[src/rtl/demux_disp_pkg.sv]
// Shared definitions for the demux dispatcher: FSM encoding, channel indices
// and the rotating-priority search helper.
package demux_disp_pkg;

  typedef enum logic [1:0] {
    IDLE = 2'b00,
    ARB  = 2'b01,
    SEND = 2'b10
  } state_e;

  localparam int NUM_CH = 4;
  localparam int DW     = 2;
  localparam int CH_W   = 0;
  localparam int CH_X   = 1;
  localparam int CH_Y   = 2;
  localparam int CH_Z   = 3;

  // Returns {found, index} of the first ready channel starting at ptr.
  // Walking k downwards lets the smallest offset win.
  function automatic logic [2:0] rr_pick(input logic [1:0] ptr, input logic [3:0] rdy);
    logic [2:0] r;
    logic [1:0] idx;
    r = '0;
    for (int k = NUM_CH - 1; k >= 0; k--) begin
      idx = ptr + 2'(k);
      if (rdy[idx]) r = {1'b1, idx};
    end
    return r;
  endfunction

endpackage

[src/rtl/demux_dispatcher_demux.sv]
// 1-to-4 demultiplexer: A is steered onto the output chosen by SEL, the
// other outputs read zero.
module demux_dispatcher_demux
  import demux_disp_pkg::*;
#(
  parameter int DW_P = DW
) (
  input  logic [DW_P-1:0] A,
  input  logic [1:0]      SEL,
  output logic [DW_P-1:0] W,
  output logic [DW_P-1:0] X,
  output logic [DW_P-1:0] Y,
  output logic [DW_P-1:0] Z
);

  logic [NUM_CH-1:0][DW_P-1:0] lane;

  for (genvar g = 0; g < NUM_CH; g++) begin : g_lane
    assign lane[g] = (SEL == 2'(g)) ? A : '0;
  end

  assign W = lane[CH_W];
  assign X = lane[CH_X];
  assign Y = lane[CH_Y];
  assign Z = lane[CH_Z];

endmodule

[src/rtl/demux_dispatcher.sv]
// Round-robin word dispatcher onto four ready/valid channels with ARB timeout.
// Optional DISPATCH_CNT_EN adds a saturating sent_cnt output.
module demux_dispatcher
  import demux_disp_pkg::*;
#(
  parameter int MAX_WAIT = 15
) (
  input  logic          clk,
  input  logic          rst_n,
  input  logic          in_valid,
  input  logic [DW-1:0] in_data,
  output logic          in_ready,
  input  logic [3:0]    ch_ready,
  output logic [3:0]    ch_valid,
  output logic [DW-1:0] W,
  output logic [DW-1:0] X,
  output logic [DW-1:0] Y,
  output logic [DW-1:0] Z,
  output logic [1:0]    sel,
  output logic          drop,
  output logic          busy
`ifdef DISPATCH_CNT_EN
  ,
  output logic [7:0]    sent_cnt
`endif
);

  state_e        state_q;
  logic [1:0]    rr_ptr_q;
  logic [1:0]    sel_q;
  logic [7:0]    wait_q;
  logic [DW-1:0] hold_q;
  logic          drop_q;
  logic [2:0]    grant_d;
  logic          hs_d;
  logic [DW-1:0] dmx_a;

  // ch_ready is used live in ARB; nothing about it is remembered.
  assign grant_d = rr_pick(rr_ptr_q, ch_ready);
  assign hs_d    = (state_q == SEND) && ch_ready[sel_q];

  always_ff @(posedge clk) begin
    if (!rst_n) begin
      state_q  <= IDLE;
      rr_ptr_q <= '0;
      sel_q    <= '0;
      wait_q   <= '0;
      hold_q   <= '0;
      drop_q   <= 1'b0;
    end else begin
      drop_q <= 1'b0;
      unique case (state_q)
        IDLE: if (in_valid) begin
          hold_q  <= in_data;
          wait_q  <= '0;
          state_q <= ARB;
        end
        ARB: if (grant_d[2]) begin
          sel_q   <= grant_d[1:0];
          state_q <= SEND;
        end else if (wait_q + 8'd1 == 8'(MAX_WAIT)) begin
          drop_q  <= 1'b1;
          hold_q  <= '0;
          wait_q  <= '0;
          state_q <= IDLE;
        end else begin
          wait_q <= wait_q + 8'd1;
        end
        SEND: if (hs_d) begin
          rr_ptr_q <= sel_q + 2'd1;
          state_q  <= IDLE;
        end
        default: state_q <= IDLE;
      endcase
    end
  end

`ifdef DISPATCH_CNT_EN
  logic [7:0] cnt_q;
  always_ff @(posedge clk) begin
    if (!rst_n)                    cnt_q <= '0;
    else if (hs_d && cnt_q != 8'hFF) cnt_q <= cnt_q + 8'd1;
  end
  assign sent_cnt = cnt_q;
`endif

  assign in_ready = rst_n && (state_q == IDLE);
  assign busy     = (state_q != IDLE);
  assign ch_valid = (state_q == SEND) ? (4'b0001 << sel_q) : 4'b0000;
  assign sel      = sel_q;
  assign drop     = drop_q;
  assign dmx_a    = (state_q == SEND) ? hold_q : '0;

  demux_dispatcher_demux #(.DW_P(DW)) u_demux (
    .A   (dmx_a),
    .SEL (sel_q),
    .W   (W),
    .X   (X),
    .Y   (Y),
    .Z   (Z)
  );

endmodule
[config.mk]
export PLATFORM = sky130hd
export DESIGN_NAME = demux_dispatcher
export DESIGN_NICKNAME = d
export VERILOG_FILES = /design/src/rtl/demux_disp_pkg.sv /design/src/rtl/demux_dispatcher_demux.sv /design/src/rtl/demux_dispatcher.sv
export SDC_FILE = /design/constraint.sdc
export NUM_CORES = 1
export LEC_CHECK = 0
export CAP_MARGIN = 20
export CORE_MARGIN = 1
export CORE_UTILIZATION = 49
export DETAILED_ROUTE_END_ITERATION = 8
export PLACE_DENSITY = 0.78
export SYNTH_ARGS = -nofsm -noshare
export SYNTH_HDL_FRONTEND = slang
export SYNTH_SLANG_ARGS = --single-unit
[constraint.sdc]
create_clock -name clk -period 2.2 [get_ports clk]
set_input_delay 0.22 -clock clk [delete_from_list [all_inputs] [get_ports clk]]
set_output_delay 0.22 -clock clk [all_outputs]
set_load 0.005 [all_outputs]
==> impl_metrics.env, run 1 <==
export IMPL_coreArea_sq_um=2210
export IMPL_cts_sinks=17
export IMPL_antenna_found_initial=0
export IMPL_timing_final_ws_setup_ns=0.207
export IMPL_gr_usage_met2_pct=42.7
export IMPL_cp_required_ns=2.40
export IMPL_critical_path_startpoint_type="register"
export IMPL_max_freq_mhz=502
export IMPL_cts_tree="yes"
export IMPL_tightest_slew_ns=0.616
export IMPL_finalHoldViolations=0
export IMPL_wire_per_inst_um=13.9
export IMPL_postCtsSetupBuffers=0
export IMPL_grt_max_degree=15
export IMPL_outcome="complete, no violations"
export IMPL_max_stage_delay_ns=0.42
export IMPL_grt_use_met3_pct=3.64
export IMPL_reg2regPathDepth=6
export IMPL_maxCapViolCount=0
export IMPL_clock_latency_ns=0.30
export IMPL_row_count=17
export IMPL_detail_route_antenna_nets=0
export IMPL_drv_slew=0
export IMPL_top_usage_layer="met2"
export IMPL_diodes=0
export IMPL_synthArstFlopShare_pct=0
export IMPL_die_area_sq_um=2540
export IMPL_dpl_cell_area_sq_um=1460
export IMPL_path_clk_slew_ns=0.09
export IMPL_yosysWarnings=0
export IMPL_grt_total_usage_pct=24.7
export IMPL_ys_seq_elements=17
export IMPL_cts_resized=0
export IMPL_startpoint="wait_q[1]"
export IMPL_port_buffers=25
export IMPL_worstHoldStart="in_data[1]"
export IMPL_clock_path_buffers=2
export IMPL_arrival_ns=2.19
export IMPL_yosys_most_used_dff="dfxtp_1"
export IMPL_drc=0
export IMPL_grt_pass1_wl_mm=4.73
export IMPL_final_cells=198
export IMPL_avgSynthCellArea_sq_um=8.21
export IMPL_first_pass_iters=5
export IMPL_cts_htree_levels=1
export IMPL_crit_path_end_kind="register"
export IMPL_boundaryPins=26
export IMPL_rr_startpoint="wait_q[1]"
export IMPL_p_per_area_nw_per_um2=404
export IMPL_layout_nets=186
export IMPL_rsz0062_at_grt="no"
export IMPL_synth_cell_types=44
export IMPL_worstSetupPathType="reg -> reg"
export IMPL_vias_per_cell=5.74
export IMPL_final_area_sq_um=1480
export IMPL_period_share_pct=90.6
export IMPL_dr_total_vias=1137
export IMPL_cts_root_buf="clkbuf_4"
export IMPL_pre_cts_slack_ns=0.0848
export IMPL_utilization_pct=67.0
export IMPL_whs_ns=0.492
export IMPL_drt_total_wl_mm=2.76
export IMPL_clock_skew_ns=0.000564
export IMPL_drive_above_1_share_pct=10.6
export IMPL_power_uw=598
export IMPL_routabilityCongestion=0.885
export IMPL_syn_cell_area_sq_um=1150
export IMPL_place_hpwl_mm=2.09
export IMPL_finalSetupViolations=0
export IMPL_layout_commonest_cell="clkdlybuf4s50_1"
export IMPL_die_w_um=50.4
export IMPL_syn_nets=155
export IMPL_hold_path_class="in -> reg"
export IMPL_mostFrequentLayoutCells="25 x clkdlybuf4s50_1, 17 x dfxtp_1, 12 x nor2_1, 12 x a21oi_1, 10 x and3_1"
export IMPL_synth_edf_count=0
export IMPL_worst_path_stages=6
export IMPL_start_util_pct=52.0
export IMPL_die_h_um=50.4
export IMPL_numCtsBuffers=3
export IMPL_syn2layout_area_growth_pct=28.9
export IMPL_drt_iter0_drc=31
export IMPL_grt_overflow_total=0
export IMPL_cpLargestDelayFamily="compound AO/OA/AOI/OAI gates"
export IMPL_finalCriticalPeriod_ns=1.99
export IMPL_grt_pass1_vias=1021
export IMPL_setup_tns_ns=0
export IMPL_slew_headroom_pct=59.0
export IMPL_path_cells="ha_1 -> xor2_1 -> nand3b_1 -> o41ai_1 -> o311ai_0 -> o21a_1"
export IMPL_synthCells=140
export IMPL_cp_num_buf_inv=0
export IMPL_grtUsageMet1_pct=30.2
export IMPL_whs_path_depth=3
export IMPL_leakagePower_nw=0.577
export IMPL_seq_area_frac_synth_pct=29.6
export IMPL_ctsHoldBuffers=0
export IMPL_path_max_fanout=6
export IMPL_dp_cells=194
export IMPL_ir_drop_mv=0.425
export IMPL_cpMaxStageDelayCell="dfxtp_1"
state kept, by name, indices dropped and copies added (netlist names):
name / flops
drop: 1
hold_q: 2
rr_ptr_q: 2
sel: 2
state_q: 2
wait_q: 8
worst min-delay path, stage by stage:
cell and delay, ns:
clkdlybuf4s50_1 0.40, nand3_1 0.08, mux2i_1 0.06
cells by family after synthesis:
logic type	Yosys count	synth area share, %
compound gates	35	20.2
xor+xnor	4	3.70
fa+ha+maj	6	6.53
buf+inv	13	5.00
flops	17	29.6
mux	4	4.57
simple gates	61	30.4
area by class of cell:
| type | count | area (sq um) |
|---|---|---|
| multi-input combinational | 110 | 752 |
| tap | 28 | 35.0 |
| inverter | 7 | 26.3 |
| clock buffer | 4 | 26.3 |
| timing repair buffer | 32 | 303 |
| sequential | 17 | 340 |
| fill | 195 | 729 |
power by group:
| part | internal (mW) | switching (mW) | total (mW) | leakage (nW) |
|---|---|---|---|---|
| logic | 0.0539 | 0.0518 | 0.106 | 0.424 |
| registers | 0.315 | 0.00877 | 0.324 | 0.138 |
| clock network | 0.0707 | 0.0985 | 0.169 | 0.0150 |
final timing paths:
kind / end / slack [ns]
max: wait_q[2] / 0.21
min: hold_q[1] / 0.49
max reg2reg: wait_q[2] / 0.21
min reg2reg: wait_q[5] / 0.51
cell usage after synthesis (2+ instances only):
cell type,n,area [sq um]
mux2i_1,3,30.0
o221ai_1,2,17.5
nor2_1,12,45.0
clkbuf_1,4,15.0
inv_1,6,22.5
a21oi_1,12,60.1
o21a_1,3,22.5
o21ai_0,6,30.0
ha_1,6,75.1
dfxtp_1,17,340
nor2b_1,3,18.8
and3_1,10,62.6
xor2_1,3,26.3
nand3_1,8,40.0
and2_1,6,37.5
nand3b_1,2,15.0
nor3_1,2,10.0
o41ai_1,2,17.5
nand2_1,8,30.0
metal layers:
layer / wire (um) / vias up
li1: - / 566
met1: 1200 / 524
met2: 1360 / 42
met3: 159 / 5
met4: 44 / 0
met5: 0 / -
Power figures use the tool's default switching activity.
==> run 2: changes to the inputs <==
Settings changed: CORE_MARGIN 1 to not set.
==> results of run 2 <==
The final DEF is identical to that of run 1; final timing and power are the same.
